## config.mk

```make
export PLATFORM = sky130hd
export DESIGN_NAME = serial_mac
export DESIGN_NICKNAME = d
export VERILOG_FILES = /design/src/rtl/serial_mac.sv
export SDC_FILE = /design/constraint.sdc
export NUM_CORES = 1
export LEC_CHECK = 0
export CAP_MARGIN = 20
export CORE_MARGIN = 5
export CORE_UTILIZATION = 55
export CTS_BUF_LIST = sky130_fd_sc_hd__clkbuf_8
export CTS_CLUSTER_DIAMETER = 60
export DETAILED_ROUTE_END_ITERATION = 10
export GPL_TIMING_DRIVEN = 0
export PLACE_DENSITY = 0.74
export SYNTH_ARGS = -nofsm -noshare
export SYNTH_HDL_FRONTEND = slang
export SYNTH_SLANG_ARGS = --single-unit
```

## constraint.sdc

```tcl
create_clock -name clk -period 18.5 [get_ports clk]
set_input_delay 3.7 -clock clk [delete_from_list [all_inputs] [get_ports clk]]
set_output_delay 3.7 -clock clk [all_outputs]
set_load 0.005 [all_outputs]
```

## src/rtl/serial_mac.sv

```systemverilog
// Serial multiply-accumulate neuron lane: SIZE signed products plus bias, scaled and saturated.
// Optional build macro SERIAL_MAC_RELU_EN clamps negative results to zero after saturation.
module serial_mac #(
    parameter int SIZE  = 8,
    parameter int WIDTH = 16,
    parameter int FRAC  = 8
) (
    input  logic             clk,
    input  logic             rst_n,
    input  logic             start,
    input  logic [WIDTH-1:0] serial_in,
    input  logic [WIDTH-1:0] weight_in,
    input  logic [WIDTH-1:0] bias,
    output logic             busy,
    output logic [WIDTH-1:0] result,
    output logic             result_valid,
    output logic             sat
);

    localparam int ACC_WIDTH = 2*WIDTH + $clog2(SIZE+1) + 1;
    localparam int CNT_WIDTH = (SIZE > 1) ? $clog2(SIZE) : 1;
    localparam logic [CNT_WIDTH-1:0] LAST_CNT = CNT_WIDTH'(SIZE-1);

    localparam logic signed [ACC_WIDTH-1:0] RES_MAX =
        {{(ACC_WIDTH-WIDTH+1){1'b0}}, {(WIDTH-1){1'b1}}};
    localparam logic signed [ACC_WIDTH-1:0] RES_MIN =
        {{(ACC_WIDTH-WIDTH+1){1'b1}}, {(WIDTH-1){1'b0}}};

    typedef enum logic {IDLE, ACCUM} state_t;

    state_t                       state, state_next;
    logic signed [ACC_WIDTH-1:0]  acc, acc_next;
    logic [CNT_WIDTH-1:0]         cnt, cnt_next;
    logic [WIDTH-1:0]             result_next;
    logic                         valid_next, sat_next;

    logic signed [2*WIDTH-1:0]    act_ext, wgt_ext, product;
    logic signed [ACC_WIDTH-1:0]  product_ext, bias_term, acc_base, full, shifted;
    logic [WIDTH-1:0]             clipped;
    logic                         clip_flag;
    logic                         complete;

    // Sign-extend before multiplying so the low 2*WIDTH bits hold the exact signed product.
    assign act_ext     = {{WIDTH{serial_in[WIDTH-1]}}, serial_in};
    assign wgt_ext     = {{WIDTH{weight_in[WIDTH-1]}}, weight_in};
    assign product     = act_ext * wgt_ext;
    assign product_ext = {{(ACC_WIDTH-2*WIDTH){product[2*WIDTH-1]}}, product};
    assign bias_term   = {{(ACC_WIDTH-WIDTH){bias[WIDTH-1]}}, bias} << FRAC;

    // Word 0 seeds from the bias; later words extend the running sum.
    assign acc_base = (state == IDLE) ? bias_term : acc;
    assign full     = acc_base + product_ext;
    assign shifted  = full >>> FRAC;

    always_comb begin
        clipped   = shifted[WIDTH-1:0];
        clip_flag = 1'b0;
        if (shifted > RES_MAX) begin
            clipped   = RES_MAX[WIDTH-1:0];
            clip_flag = 1'b1;
        end else if (shifted < RES_MIN) begin
            clipped   = RES_MIN[WIDTH-1:0];
            clip_flag = 1'b1;
        end
`ifdef SERIAL_MAC_RELU_EN
        if (clipped[WIDTH-1]) begin
            clipped = '0;
        end
`endif
    end

    always_comb begin
        state_next  = state;
        acc_next    = acc;
        cnt_next    = cnt;
        result_next = result;
        sat_next    = sat;
        valid_next  = 1'b0;
        complete    = 1'b0;
        case (state)
            IDLE: begin
                if (start) begin
                    if (SIZE == 1) begin
                        complete = 1'b1;
                    end else begin
                        acc_next   = full;
                        cnt_next   = CNT_WIDTH'(1);
                        state_next = ACCUM;
                    end
                end
            end
            ACCUM: begin
                acc_next = full;
                cnt_next = cnt + 1'b1;
                if (cnt == LAST_CNT) begin
                    complete   = 1'b1;
                    cnt_next   = '0;
                    state_next = IDLE;
                end
            end
            default: state_next = IDLE;
        endcase
        if (complete) begin
            result_next = clipped;
            sat_next    = clip_flag;
            valid_next  = 1'b1;
        end
    end

    always_ff @(posedge clk or negedge rst_n) begin
        if (!rst_n) begin
            state        <= IDLE;
            acc          <= '0;
            cnt          <= '0;
            result       <= '0;
            result_valid <= 1'b0;
            sat          <= 1'b0;
        end else begin
            state        <= state_next;
            acc          <= acc_next;
            cnt          <= cnt_next;
            result       <= result_next;
            result_valid <= valid_next;
            sat          <= sat_next;
        end
    end

    assign busy = (state == ACCUM);

endmodule

```

; ---- Word-level counts from Yosys, hierarchy flattened
; Cells that the tools add are included.
[op_classes]
add_sub_neg = 2
mul = 1
magnitude_cmp = 2
n_eq_ne = 2
n_mux = 16
n_bitwise = 1
[ops]
columns = operator, count
row1 = 37-bit two-way mux, 2
row2 = 37-bit one-hot mux with 2 select lines, 1
row3 = 37-bit by 32-bit adder with 37-bit output, 1
row4 = 16-bit by 16-bit multiplier with 32-bit output, 1
row5 = 16-bit two-way mux, 2
row6 = 29-bit by 16-bit > comparator with 1-bit output (second input constant), 1
row7 = 29-bit by 16-bit < comparator with 1-bit output (second input constant), 1
row8 = 1-bit two-way mux, 7
row9 = 3-bit two-way mux, 2
row10 = 3-bit one-hot mux with 2 select lines, 1
row11 = 3-bit by 1-bit adder with 3-bit output (second input constant), 1
row12 = 3-bit == test (second input constant), 1
row13 = 2-bit inequality test (second input constant), 1
row14 = 1-bit one-hot mux with 2 select lines, 1
row15 = 1-bit inverter, 1
[word_totals]
register_bits = 59
in_bits = 51
out_inout_bits = 19
wordCells = 30

; ---- Logic depth before layout (Yosys ltp)
; Gate-level depths: netlist of run 1.
[logic_depth]
depth_word = 5
ltp_mapped = 27
depth_no_buf = 24

; ---- Worst setup path before layout of run 1
; Ideal clock, no wire load.
[synth_timing]
path_type = input to register
startpoint = input serial_in[15]
endpoint = register result[14]
arrival_ps = 10058
required_time_ps = 18360
slack_ps = 8302
cell_stages = 24
path_buffers = 3
cell_sequence = clkbuf_1 > nand2_1 > fa_1 > inv_1 > fa_1 > fa_1 > fa_1 > fa_1 > inv_1 > fa_1 > inv_1 > ha_1 > clkbuf_1 > nor2_1 > a211o_1 > nor3_2 > o21ai_1 > nand2_1 > mux2_2 > a2111oi_2 > nand4bb_1 > o31ai_4 > buf_6 > o22ai_1
[synth_between]
elab_chain_cells = 5
[synth_lines]
columns = element, line_no
row1 = "start, declared", 11  ; input logic [WIDTH-1:0] serial_in,
row2 = 16-bit by 16-bit multiplier with 32-bit output *, 46  ; assign product = act_ext * wgt_ext;
row3 = 37-bit by 32-bit adder with 37-bit output *, 52  ; assign full = acc_base + product_ext;
row4 = 29-bit by 16-bit < comparator with 1-bit output, 61  ; end else if (shifted < RES_MIN) begin
row5 = 16-bit two-way mux, 61
row6 = 16-bit two-way mux *, 58  ; if (shifted > RES_MAX) begin
row7 = "end signal, assigned", 122  ; result <= result_next;
row8 = "end, declared", 15  ; output logic [WIDTH-1:0] result,
; Mark *: on every way between the ends. The rest lies on a longest branch, timed or not.
; A chain may end at the register's enable or synchronous reset.

; ---- Worst setup path in the final report of run 1
[layout_timing]
startpoint = input serial_in[15]
endpoint = register result[9]
; The elaborated chain is that of the path after synthesis.

==> results of run 1 <==
==> registers in the layout, summed over array words and instances, names as in the netlist <==
register / flops
acc: 37
busy: 1
cnt: 3
result: 16
result_valid: 1
sat: 1
==> worst min-delay path, cell delays in order (launching register included) <==
cell,delay (ns)
dfrtp_1,0.34
nand2_1,0.05
nand2_1,0.05
==> cell families after synthesis <==
| kind of cell | Yosys count | synth area share (%) |
|---|---|---|
| multiplexers | 20 | 1.50 |
| XOR/XNOR | 35 | 2.06 |
| flip-flops | 59 | 9.92 |
| AO/OA/AOI/OAI | 165 | 7.51 |
| adder cells (fa/ha/maj) | 429 | 52.1 |
| buffers and inverters | 421 | 10.8 |
| AND/OR/NAND/NOR | 499 | 16.1 |
==> cell usage in the layout, fill, tap and decap left out, types with 20 or more instances in the layout <==
cell type,Yosys,layout
inv_1,360,361
fa_1,318,318
nand2_1,239,239
and2_1,132,132
ha_1,111,111
clkdlybuf4s50_1,0,68
nor2_1,63,63
dfrtp_1,59,59
clkbuf_1,51,51
o21ai_0,41,41
a21oi_1,34,34
xnor2_1,20,20
==> worst paths after layout <==
path | cells after the start | startpoint | end
worst max-delay path | 25 | serial_in[15] | result[9]$_DFFE_PN0P_
worst min-delay path | 2 | acc[2]$_DFFE_PN0P_ | acc[2]$_DFFE_PN0P_
worst max register to register | 23 | busy$_DFF_PN0_ | result[9]$_DFFE_PN0P_
worst min register to register | 2 | acc[2]$_DFFE_PN0P_ | acc[2]$_DFFE_PN0P_
max in group asynchronous | 2 | rst_n | acc[11]$_DFFE_PN0P_
min in group asynchronous | 1 | rst_n | result_valid$_DFF_PN0_
==> layout make-up <==
| cell class | count | area share, % |
|---|---|---|
| timing repair buffer | 70 | 4.35 |
| tap | 341 | 2.63 |
| sequential | 59 | 9.10 |
| inverter | 360 | 8.33 |
| buffer | 61 | 1.57 |
| multi-input combinational | 1148 | 72.7 |
| clock buffer | 13 | 1.10 |
| clock inverter | 2 | 0.208 |
==> layer usage <==
metal	wire length, um	up-vias	share of wire (%)
met4	1670	0	4.3
met1	15300	5760	39
met3	2910	99	7.5
met5	0	-	0
met2	18900	435	49
li1	-	5099	-
==> through the flow <==
| step | hold slack [ns] | instances | utilization [%] | cell area, um2 |
|---|---|---|---|---|
| 2_1_floorplan | 0.431 | 1628 | - | 14900 |
| 3_3_place_gp | 0.441 | 2038 | 59.7 | 16000 |
| 3_5_place_dp | 0.449 | 2039 | 59.8 | 16000 |
| 4_1_cts | 0.462 | 2054 | 60.6 | 16200 |
| 5_1_grt | 0.488 | 2054 | 60.6 | 16200 |
| 6_report | 0.461 | 2054 | 60.6 | 16200 |
==> flow_summary.yaml, run 1 <==
grt:
  antenna_found_initial: 0
  grt_pass1_wl_um: 64000
  grt_max_degree: 36
  grt_pass1_vias: 12133
  grtUsageMet2_pct: 43.9
  grt-ovfl-total: 0
  grt_util_met3_pct: 5.46
  met1_usage_pct: 35.2
  top_usage_layer: "met2"
  grt_util_all_layers_pct: 26.6
timing:
  finalCritPeriodShare_pct: 64.1
  rsz0062_at_grt: "no"
  fin_skew_ns: 0.0109
  finalCriticalPeriod_ns: 11.86
  finalHoldViolations: 0
  clock.fmax_mhz: 84.3
  tightest_slew_ns: 1.07
  setup_viol_count_final: 0
  setup_tns_ns: 0
  maxSlewHeadroom_pct: 28.2
  worst_slack_ns: 6.64
  slew_violations: 0
worst_setup_path:
  critPathBufInv: 8
  critical_path_required_ns: 18.76
  arrival_ns: 12.12
  max_stage_delay_ns: 0.80
  crit_top_cell: "fa_1"
  path_class: "in -> reg"
  worst_setup_path_end_kind: "flip-flop"
  timing.critical_path.fanout_max: 10
  slowest_stage: "fa_1"
  path_delay_family: "adder cells"
  ff2ff_setup_slack_ns: 10.75
  start_kind: "input port"
synthesis:
  yosys.area.top_type: "fa_1"
  ys_seq_area_share_pct: 9.92
  ys_dominant_reg_cell: "dfrtp_1"
  avgSynthCellArea_um2: 9.14
  synth_top_area_share_pct: 42.8
  synthTopCellsByArea: "fa_1 (43%), dfrtp_1 (9.9%), ha_1 (9.3%)"
  yosys_warnings: 0
  synth_edf_count: 0
  yosys_register_bits: 59
  yosys.cell_count.top_type: "inv_1"
  synth_top_cells_by_count: "inv_1 (360), fa_1 (318), nand2_1 (239)"
  synthArstFlopShare_pct: 100
  syn-instance-count: 1628
  synth_nets: 2108
  synth_area_um2: 14900
  synth_cell_type_count: 70
clock_network:
  cts_buffers: 9
  cts_resized: 0
  htree_levels: 3
  cts_buffer_depth: 2
  cts_setup_buffers: 0
  clock_latency_ns: 0.35
  cts-root-buf: "clkbuf_8"
  cts_tree: "yes"
  clock-sinks: 59
  ctsHoldBuffers: 0
  path_clk_slew_ns: 0.06
detailed_routing:
  drt-pass1-iter-count: 5
  avgRoutedWirePerCell_um: 18.8
  route.vias.total: 11393
  wl_um: 38700
  drtAntennaViolNets: 0
  drtIter0Drc: 771
  remaining_drc_errors: 0
  routed_via_density: 5.55
floorplan:
  rows: 60
  dieArea_um2: 30500
  die_x_um: 175
  fp.coreArea_um2: 26800
  die_h_um: 175
  pin_count: 70
  start_util_pct: 55.5
finish:
  drive_gt1_share_pct: 3.74
  multiInputGateArea_um2: 11800
  register_area_um2: 1480
  area_growth_pct: 9.04
  nets: 2189
  antennaDiodeCount: 0
  fillers: 2360
run_status:
  status: "finished clean"
hold_path:
  hp-class: "reg -> reg"
placed_design:
  hpwlAfterDp_um: 34000
  port_buffers: 69
  pre_cts_slack_ns: 6.41
  gp_congestion: 0.922
flow_run:
  maxCapViolations: 0
Power of run 1 is not shown: default switching activity piles up to over one toggle a cycle in this logic, so the estimate is an artifact.
==> run 2, diff against run 1 <==
==> constraint.sdc (replaced) <==
create_clock -name clk -period 11.2 [get_ports clk]
set_input_delay 2.24 -clock clk [delete_from_list [all_inputs] [get_ports clk]]
set_output_delay 2.24 -clock clk [all_outputs]
set_load 0.005 [all_outputs]
==> results of run 2 <==
The final DEF is identical to that of run 1. Status: finished clean.
Main changes from that run: setup slack after placement 6.41 ns -> 0.566 ns; setup slack after layout 6.64 ns -> 0.796 ns; register-to-register setup slack 10.75 ns -> 3.45 ns
Power of run 2 is left out for the same reason.
